[src/rtl/measure_unit_pkg.sv]
// measure_unit_pkg: shared scan FSM states, default widths and the per-step result record
package measure_unit_pkg;
  localparam int CODE_W_DEF = 16;
  localparam int CNT_W_DEF = 16;
  typedef enum logic [2:0] {
    S_IDLE,
    S_DAC_WR,
    S_DAC_BUSY,
    S_SETTLE,
    S_STB,
    S_EMIT,
    S_NEXT
  } scan_state_e;
  typedef struct packed {
    logic [CODE_W_DEF-1:0] code;
    logic [CNT_W_DEF-1:0] hits;
  } scan_result_t;
endpackage

[src/rtl/threshold_scan_ctl.sv]
// threshold_scan_ctl: steps a DAC threshold, settles, counts comparator hits per step and emits {code, hits}
module threshold_scan_ctl
  import measure_unit_pkg::*;
#(
  parameter int CODE_W = CODE_W_DEF,
  parameter int CNT_W = CNT_W_DEF,
  parameter int SETTLE_CYCLES = 64,
  parameter int STB_TIMEOUT = 2**20
) (
  input  logic              wb_clk_i,
  input  logic              wb_rst_i,
  input  logic              start_i,
  input  logic              abort_i,
  input  logic [CODE_W-1:0] code_start_i,
  input  logic [CODE_W-1:0] code_stop_i,
  input  logic [CODE_W-1:0] code_step_i,
  input  logic [CNT_W-1:0]  samples_i,
  output logic [CODE_W-1:0] dac_code_o,
  output logic              dac_wre_o,
  input  logic              dac1_rdy_i,
  input  logic              dac2_rdy_i,
  output logic              stb_req_o,
  input  logic              stb_valid_i,
  input  logic              cmp_out_i,
  output logic              res_valid_o,
  input  logic              res_rdy_i,
  output logic [CODE_W-1:0] res_code_o,
  output logic [CNT_W-1:0]  res_hits_o,
  output logic              busy_o,
  output logic              done_o,
  output logic              err_o
);
  scan_state_e r_state, w_state_nx;
  logic [CODE_W-1:0] r_code, r_stop, r_step, r_dac_code;
  logic [CNT_W-1:0] r_samples, r_n, r_hits, w_n_inc;
  logic [31:0] r_cyc;
  logic [CODE_W:0] w_next;
  logic r_wre, r_done, r_err, r_gap, r_seen_low;
  logic w_bad, w_rdy, w_go, w_stb_hit, w_last, w_timeout, w_finish, w_settled;
  assign w_bad = code_step_i == '0 || samples_i == '0 || code_start_i > code_stop_i;
  assign w_rdy = dac1_rdy_i && dac2_rdy_i;
  assign w_go = !abort_i;
  assign stb_req_o = r_state == S_STB && !r_gap;
  assign w_stb_hit = stb_req_o && stb_valid_i;
  assign w_n_inc = r_n + 1'b1;
  assign w_last = w_stb_hit && w_n_inc == r_samples;
  assign w_timeout = STB_TIMEOUT != 0 && stb_req_o && !stb_valid_i && r_cyc + 32'd1 == 32'(STB_TIMEOUT);
  assign w_settled = r_cyc + 32'd1 >= 32'(SETTLE_CYCLES);
  assign w_next = {1'b0, r_code} + {1'b0, r_step};
  assign w_finish = w_next[CODE_W] || w_next[CODE_W-1:0] > r_stop;
  assign dac_code_o = r_dac_code;
  assign dac_wre_o = r_wre;
  assign res_valid_o = r_state == S_EMIT;
  assign res_code_o = r_code;
  assign res_hits_o = r_hits;
  assign busy_o = r_state != S_IDLE;
  assign done_o = r_done;
  assign err_o = r_err;
  always_ff @(posedge wb_clk_i) r_state <= wb_rst_i ? S_IDLE : w_state_nx;
  always_comb begin
    w_state_nx = r_state;
    case (r_state)
      S_IDLE:     w_state_nx = start_i && !w_bad ? S_DAC_WR : S_IDLE;
      S_DAC_WR:   w_state_nx = w_rdy ? S_DAC_BUSY : S_DAC_WR;
      S_DAC_BUSY: w_state_nx = r_seen_low && w_rdy ? S_SETTLE : S_DAC_BUSY;
      S_SETTLE:   w_state_nx = w_settled ? S_STB : S_SETTLE;
      S_STB:      w_state_nx = w_timeout ? S_IDLE : w_last ? S_EMIT : S_STB;
      S_EMIT:     w_state_nx = res_rdy_i ? S_NEXT : S_EMIT;
      S_NEXT:     w_state_nx = w_finish ? S_IDLE : S_DAC_WR;
      default:    w_state_nx = S_IDLE;
    endcase
    if (abort_i && r_state != S_IDLE) w_state_nx = S_IDLE;
  end
  always_ff @(posedge wb_clk_i) begin
    if (wb_rst_i) begin
      r_code <= '0;
      r_stop <= '0;
      r_step <= '0;
      r_samples <= '0;
      r_dac_code <= '0;
      r_n <= '0;
      r_hits <= '0;
      r_cyc <= '0;
      r_wre <= 1'b0;
      r_done <= 1'b0;
      r_err <= 1'b0;
      r_gap <= 1'b0;
      r_seen_low <= 1'b0;
    end else begin
      r_wre <= w_go && r_state == S_DAC_WR && w_rdy;
      r_done <= w_go && r_state == S_NEXT && w_finish;
      r_gap <= w_stb_hit;
      r_seen_low <= r_state == S_DAC_BUSY && (r_seen_low || !w_rdy);
      r_cyc <= w_state_nx != r_state ? '0 : (r_state == S_SETTLE || (stb_req_o && !stb_valid_i)) ? r_cyc + 32'd1 : '0;
      if (r_state == S_IDLE && start_i) begin
        r_err <= w_bad;
        if (!w_bad) begin
          r_code <= code_start_i;
          r_stop <= code_stop_i;
          r_step <= code_step_i;
          r_samples <= samples_i;
        end
      end
      if (w_go && w_timeout) r_err <= 1'b1;
      if (w_go && r_state == S_DAC_WR && w_rdy) r_dac_code <= r_code;
      if (r_state == S_SETTLE) begin
        r_hits <= '0;
        r_n <= '0;
      end
      if (w_stb_hit) begin
        r_hits <= r_hits + CNT_W'(cmp_out_i);
        r_n <= w_n_inc;
      end
      if (w_go && r_state == S_NEXT && !w_finish) r_code <= w_next[CODE_W-1:0];
    end
  end
endmodule

[config.mk]
export PLATFORM = sky130hd
export DESIGN_NAME = threshold_scan_ctl
export DESIGN_NICKNAME = d
export VERILOG_FILES = /design/src/rtl/measure_unit_pkg.sv /design/src/rtl/threshold_scan_ctl.sv
export SDC_FILE = /design/constraint.sdc
export NUM_CORES = 1
export LEC_CHECK = 0
export BUFFER_PORTS_ARGS = -buffer_cell sky130_fd_sc_hd__buf_4
export CAP_MARGIN = 20
export CORE_MARGIN = 2
export CORE_UTILIZATION = 57
export DETAILED_ROUTE_END_ITERATION = 10
export GPL_TIMING_DRIVEN = 0
export HOLD_SLACK_MARGIN = 0.06
export PLACE_DENSITY = 0.79
export SLEW_MARGIN = 25
export SYNTH_ARGS = -nofsm -noshare
export SYNTH_HDL_FRONTEND = slang
export SYNTH_SLANG_ARGS = --single-unit
[constraint.sdc]
create_clock -name wb_clk_i -period 5.5 [get_ports wb_clk_i]
set_input_delay 0.55 -clock wb_clk_i [delete_from_list [all_inputs] [get_ports wb_clk_i]]
set_output_delay 0.55 -clock wb_clk_i [all_outputs]
set_load 0.02 [all_outputs]
* After elaboration in Yosys (flattened, before gate mapping)
Cells that the tools add are included.
Storage, ports and cells: word-level logic and storage cells 89, flip-flop bits (word level) 152, output and inout port bits 54, input port bits 73
Operators by class: $lt $le $gt $ge 3, multiplexer cells 18, reductions and logical operators 38, add/subtract/negate cells 4, bitwise operators 2, eq/ne operators 10
Operator list (number):
- 16-bit 2-to-1 mux | 6
- 32-bit by 1-bit adder with 32-bit output (second input constant) | 1
- 32-bit by 21-bit equality test with 1-bit output (second input constant) | 1
- 32-bit by 7-bit >= comparator with 1-bit output (second input constant) | 1
- 16-bit greater-than comparator | 2
- 16-bit zero test | 2
- 3-bit one-hot mux with 7 select lines | 1
- 16-bit by 16-bit adder with 17-bit output | 1
- 1-bit logical AND | 17
- 16-bit by 1-bit adder with 16-bit output | 1
- 16-bit by 1-bit adder with 16-bit output (second input constant) | 1
- 16-bit equality test | 1
- 3-bit equality test (second input constant) | 3
- 3-bit 2-to-1 mux | 3
- 3-bit by 2-bit equality test with 1-bit output (second input constant) | 2
- 1-bit zero test | 6
- 1-bit 2-to-1 mux | 6
- 2-bit nonzero test | 3
- 1-bit logical OR | 5
- 2-bit 2-to-1 mux | 2
- 2-bit AND reduction | 2
- 3-bit by 1-bit equality test with 1-bit output (second input constant) | 1
- 3-bit zero test | 1
- 3-bit != test | 1
- 4 further kinds | 5

* Depth between registers and ports, before layout
depth after elaboration 10, gate-level depth with buffers 21, mapped depth without buffers 20

* Worst setup path after synthesis
Ideal clock, no wire load.
path kind reg-to-reg, start reg r_code[0] (netlist: res_code_o[0]), end reg r_code[13] (netlist: res_code_o[13]), setup slack 1340 ps, period minus slack after synthesis 4160 ps, arrival 4102 ps, buffers on the path 1, data required time 5442 ps, library setup time 58 ps, cell stages (with the launch flop) 22, path through dfxtp_1 ha_1 inv_1 fa_1 nor2b_1 o31a_1 o41a_1 a221oi_1 nor2_1 a21oi_1 xnor2_1 inv_1 ha_1 and3_1 nand3_1 or4_1 o21ai_0 nand2_1 a21o_1 clkbuf_1 a31oi_1 o21a_1
On the way: cells in the longest elaborated chain, start to end 7, elaborated cells on any way between the ends 9, classes of those cells 1 x add/sub; 1 x order compare; 1 x eq/ne; 1 x mux; 5 x reduce/logical
Ends and longest elaborated chain:
- start: declaration | line threshold_scan_ctl.sv:34 | logic [CODE_W-1:0] r_code, r_stop, r_step, r_dac_code;
- start signal: assignment | line threshold_scan_ctl.sv:98 | r_code <= code_start_i;
- start signal: assignment | line threshold_scan_ctl.sv:114 | if (w_go && r_state == S_NEXT && !w_finish) r_code <= w_next[CODE_W-1:0];
- 16-bit by 16-bit adder with 17-bit output * | line threshold_scan_ctl.sv:49 | assign w_next = {1'b0, r_code} + {1'b0, r_step};
- 16-bit greater-than comparator | line threshold_scan_ctl.sv:50 | assign w_finish = w_next[CODE_W] || w_next[CODE_W-1:0] > r_stop;
- 1-bit logical OR | line threshold_scan_ctl.sv:50
- 1-bit zero test | line threshold_scan_ctl.sv:114
- 1-bit logical AND | line threshold_scan_ctl.sv:114
- 2-bit by 1-bit != test with 1-bit output (no line) / 2-bit nonzero test (equally long branches)
- 2-bit AND reduction (no line)
Every way passes the cells marked *; elsewhere a longest branch is shown, timed or not. A chain may end at the register's enable or synchronous reset.

* Final worst setup path
Same ends and word-level chain as after synthesis.

==> run_results.csv <==
group,metric,value,unit
outcome,status,"finished, final reports clean",
clocking,clock_sink_count,152,
critical_path,crit_path_end_kind,"flip-flop",
pwr,p_per_area,268.0,nW/um^2
route,totalWireLength,24.36,mm
clocking,resize_count_post_cts,0,
sta,final_min_period_over_clock_period,92.61,%
global_route,pin_count_of_the_biggest_net_entering_global_routing,17,
synth,synth.cell_area,8970,sq um
critical_path,worst-r2r-setup-slack,0.41,ns
global_route,grt_pass1_wl,38.63,mm
critical_path,critical-path-slowest-cell,"sky130_fd_sc_hd__or4_1",
min_path,min-delay-path-class,"input pin to flip-flop",
global_route,grt.total_usage,29.10,%
place,port-buffer-count,125,
sta,layout_min_cycle_time,5.093,ns
synth,ffs_latches_synth,152,
route,drt_pass1_iterations,5,
route,drc,0,
pwr,power_switching_share,27.13,%
cells_and_area,finalNetCount,1346,
floorplan,rows,45,
cells_and_area,number_of_fill_cells,1248,
synth,synth_enable_flop_cells,0,
synth,synthesis.yosys.warnings,0,
pwr,clkPwrFrac,43.9,%
route,final_antenna_net_count,0,
global_route,first_global_vias,7711,
clocking,clk_transition_reported_paths,0.07,ns
clocking,cts_buffers,17,
route,vias,8509,
clocking,cts-root-to-sink-buffers,2,
sta,fin_skew,0.01040,ns
job,drv.max_cap_violation_count,0,
sta,grt_setup_unrepaired,"false",
pwr,cellInternalPower,2.111,mW
route,detail_route.vias_per_cell,5.897,
sta,timing.slew.headroom,30.92,%
route,wl_per_cell,16.88,um
sta,maxSlewViolCount,0,
clocking,ctsHtreeMaxLevel,4,
clocking,cts_hold_repair.buffers,0,
place,dp_slack,0.5998,ns
sta,fin_ws,0.4065,ns
min_path,min_path_cells,3,
synth,synth.avg_cell_area,8.344,sq um
sta,finalHoldViolations,0,
critical_path,crit_path_cell_trace,"ha_1, inv_1, fa_1, nor2b_1, o31a_1, o41a_1, a221oi_1, nor2_1, a21oi_1, xnor2_1, inv_1, ha_1, and3_1, nand3_1, or4_1, o21ai_0, nand2_1, a21o_1, clkbuf_1, a31oi_1, o21a_1",
synth,synth_top_flop_cell,"sky130_fd_sc_hd__dfxtp_1",
critical_path,worst-endpoint-arrival,5.48,ns
global_route,antenna_found_initial,0,
synth,ys_async_sr_fraction,0,%
synth,synth-seq-area-share,33.92,%
global_route,gr-total-overflow,0,
floorplan,die_height,129.4,um
min_path,hold-path-endpoint,"r_step[12]",
sta,fmaxAchievable,0.1963,GHz
min_path,hold_path.startpoint,"code_step_i[12]",
critical_path,start_kind,"flip-flop",
pwr,power.combinational.fraction,15.8,%
floorplan,start_util,58.57,%
cells_and_area,area_growth_syn_to_layout,20.52,%
critical_path,path_buf_inv,3,
synth,synthesis.instances,1075,
clocking,clock_latency,0.44,ns
critical_path,timing.reg2reg.worst_path_depth,21,
pwr,power.sequential.fraction,40.3,%
sta,timing_worst_slew_pin_value,1.032,ns
pwr,ir_worst_vdd,0.3044,mV
route,drt-initial-drc-count,709,
critical_path,max_fanout_on_critical_path,10,
cells_and_area,diodes,0,
pwr,power_leakage,4.379,nW
critical_path,worst_endpoint_required_time,5.88,ns
clocking,cts-root-buf,"sky130_fd_sc_hd__clkbuf_16",
critical_path,critical_path.reg2reg.startpoint,"res_code_o[0]",
sta,report.final.setup_viol,0,
place,dp.final_hpwl,18.07,mm
place,gpl.final_weighted_congestion,0.9050,
critical_path,rr_endpoint,"res_code_o[13]",
critical_path,cell_family_contributing_the_most_delay_on_the_critical_path,"compound AO/OA/AOI/OAI gates",
cells_and_area,drive_gt1_share,17.78,%
critical_path,crit_type,"flip-flop to flip-flop",
clocking,number_of_buffers_inserted_to_repair_setup_after_cts,0,
floorplan,ios,127,
sta,fin_setup_tns,0,ns
synth,yosysUniqueCellTypes,70,
critical_path,worst_path_largest_cell_delay,0.53,ns
floorplan,die_width,129.4,um
pwr,switching_power,0.7858,mW
clocking,clock_tree_from_tritoncts,"built",
floorplan,core_footprint,15310,sq um
synth,post_syn_nets,1202,
floorplan,fp.dieArea,16760,sq um
## logic make-up (layout without fill, tap and decap cells)
kind of cell             Yosys count  in the layout  synth area share [%]
multiplexers                      47             47                 5.259
XOR/XNOR                          77             77                 7.519
flip-flops                       152            152                 33.92
adder cells (fa/ha/maj)           54             54                 7.616
buffers and inverters            106            263                 5.203
AO/OA/AOI/OAI                    213            213                 14.81
AND/OR/NAND/NOR                  426            426                 25.67
## worst reg2reg max path, stage by stage, from the launching register on
cell and delay, ns:
sky130_fd_sc_hd__dfxtp_1 0.34, sky130_fd_sc_hd__ha_1 0.25, sky130_fd_sc_hd__inv_1 0.08, sky130_fd_sc_hd__fa_1 0.21
sky130_fd_sc_hd__nor2b_1 0.07, sky130_fd_sc_hd__o31a_1 0.27, sky130_fd_sc_hd__o41a_1 0.40, sky130_fd_sc_hd__a221oi_1 0.47
sky130_fd_sc_hd__nor2_1 0.16, sky130_fd_sc_hd__a21oi_1 0.22, sky130_fd_sc_hd__xnor2_1 0.19, sky130_fd_sc_hd__inv_1 0.07
sky130_fd_sc_hd__ha_1 0.29, sky130_fd_sc_hd__and3_1 0.18, sky130_fd_sc_hd__nand3_1 0.15, sky130_fd_sc_hd__or4_1 0.53
sky130_fd_sc_hd__o21ai_0 0.15, sky130_fd_sc_hd__nand2_1 0.11, sky130_fd_sc_hd__a21o_1 0.20, sky130_fd_sc_hd__clkbuf_1 0.32
sky130_fd_sc_hd__a31oi_1 0.24, sky130_fd_sc_hd__o21a_1 0.13
## cell usage after synthesis (9+ instances only)
cell | number | area [sq um]
sky130_fd_sc_hd__a211oi_1 | 19 | 142.6
sky130_fd_sc_hd__a21oi_1 | 89 | 445.4
sky130_fd_sc_hd__nand2_1 | 79 | 296.5
sky130_fd_sc_hd__inv_1 | 49 | 183.9
sky130_fd_sc_hd__a21o_1 | 10 | 75.07
sky130_fd_sc_hd__nor4_1 | 16 | 100.1
sky130_fd_sc_hd__o21ai_0 | 32 | 160.2
sky130_fd_sc_hd__nor3_1 | 25 | 125.1
sky130_fd_sc_hd__and3_1 | 26 | 162.7
sky130_fd_sc_hd__nand3_1 | 39 | 195.2
sky130_fd_sc_hd__nor2_1 | 126 | 473.0
sky130_fd_sc_hd__nor3_2 | 30 | 300.3
sky130_fd_sc_hd__and4_1 | 13 | 113.9
sky130_fd_sc_hd__xor2_1 | 27 | 236.5
sky130_fd_sc_hd__mux2i_1 | 46 | 460.4
sky130_fd_sc_hd__dfxtp_1 | 152 | 3043
sky130_fd_sc_hd__clkbuf_1 | 40 | 150.1
sky130_fd_sc_hd__ha_1 | 53 | 663.1
sky130_fd_sc_hd__or3_1 | 10 | 62.56
sky130_fd_sc_hd__xnor2_1 | 50 | 437.9
sky130_fd_sc_hd__nand4_1 | 21 | 131.4
sky130_fd_sc_hd__a31oi_1 | 9 | 56.30
## how the worst max path moves through the flow
stage                      to  cells past startpoint          start  slack, ns
2_1_floorplan  res_code_o[13]                     21  res_code_o[0]       1.34
3_3_place_gp   res_code_o[13]                     21  res_code_o[0]       0.71
3_5_place_dp   res_code_o[13]                     21  res_code_o[0]       0.60
4_1_cts        res_code_o[13]                     21  res_code_o[0]       0.52
5_1_grt        res_code_o[12]                     17  res_code_o[2]       0.15
6_report       res_code_o[13]                     21  res_code_o[0]       0.41
## metal layers
metal | global-route usage (%) | vias to the layer above | part of all wire, %
met4 | 8.412 | 0 | 1.8
met5 | 0 | - | 0
li1 | - | 4137 | -
met1 | 39.96 | 4037 | 46
met3 | 5.326 | 41 | 6.5
met2 | 47.03 | 294 | 46
## cell type report
| cell class | instances | area [sq um] | area share (%) |
|---|---|---|---|
| multi-input cells | 817 | 5460 | 50.51 |
| repair buffers | 125 | 938.4 | 8.681 |
| flip-flops and latches | 152 | 3043 | 28.15 |
| clock buffers | 18 | 439.2 | 4.062 |
| well taps | 211 | 264.0 | 2.442 |
| clock inverters | 14 | 198.9 | 1.840 |
| plain buffers | 57 | 282.8 | 2.616 |
| inverters | 49 | 183.9 | 1.701 |
## layout by cell type, fill, tap and decap left out, types with 10 or more instances in the layout
cell and count:
sky130_fd_sc_hd__o21ai_0 32, sky130_fd_sc_hd__a21oi_1 89, sky130_fd_sc_hd__nor3_2 30, sky130_fd_sc_hd__or3_1 10, sky130_fd_sc_hd__dfxtp_1 152, sky130_fd_sc_hd__a211oi_1 19, sky130_fd_sc_hd__nor3_1 25, sky130_fd_sc_hd__mux2i_1 46
sky130_fd_sc_hd__nand2_1 79, sky130_fd_sc_hd__ha_1 53, sky130_fd_sc_hd__nand3_1 39, sky130_fd_sc_hd__and3_1 26, sky130_fd_sc_hd__clkbuf_16 17, sky130_fd_sc_hd__a21o_1 10, sky130_fd_sc_hd__nor2_1 126, sky130_fd_sc_hd__nand4_1 21
sky130_fd_sc_hd__xnor2_1 50, sky130_fd_sc_hd__nor4_1 16, sky130_fd_sc_hd__buf_4 127, sky130_fd_sc_hd__inv_1 49, sky130_fd_sc_hd__xor2_1 27, sky130_fd_sc_hd__clkbuf_1 40, sky130_fd_sc_hd__and4_1 13
## power by group through the flow
stage	clock (mW)	sequential, mW	combinational (mW)
after global placement	0	1.19	0.436
after global routing	1.32	1.17	0.497
after detailed placement	0	1.19	0.445
final	1.27	1.17	0.457
after floorplan	0	1.19	0.286
after CTS	1.28	1.17	0.449
## state kept, by name, summed over array words and instances (netlist names)
signal and count:
r_seen_low 1, r_state 3, res_hits_o 16, dac_code_o 16
r_step 16, err_o 1, r_stop 16, r_gap 1
dac_wre_o 1, r_cyc 32, res_code_o 16, r_n 16
done_o 1, r_samples 16
## stage by stage
stage	std cells	util, %	area [sq um]	total power, mW	hold WS [ns]
detailed placement	1411	66.42	10170	1.635	0.4480
finish	1443	70.59	10810	2.897	0.3591
global route	1443	70.59	10810	2.991	0.3517
CTS	1443	70.59	10810	2.894	0.3551
global placement	1411	66.42	10170	1.626	0.4418
floorplan	1075	-	8970	1.479	0.4646
Note: power is estimated with default switching activity, not from simulation.
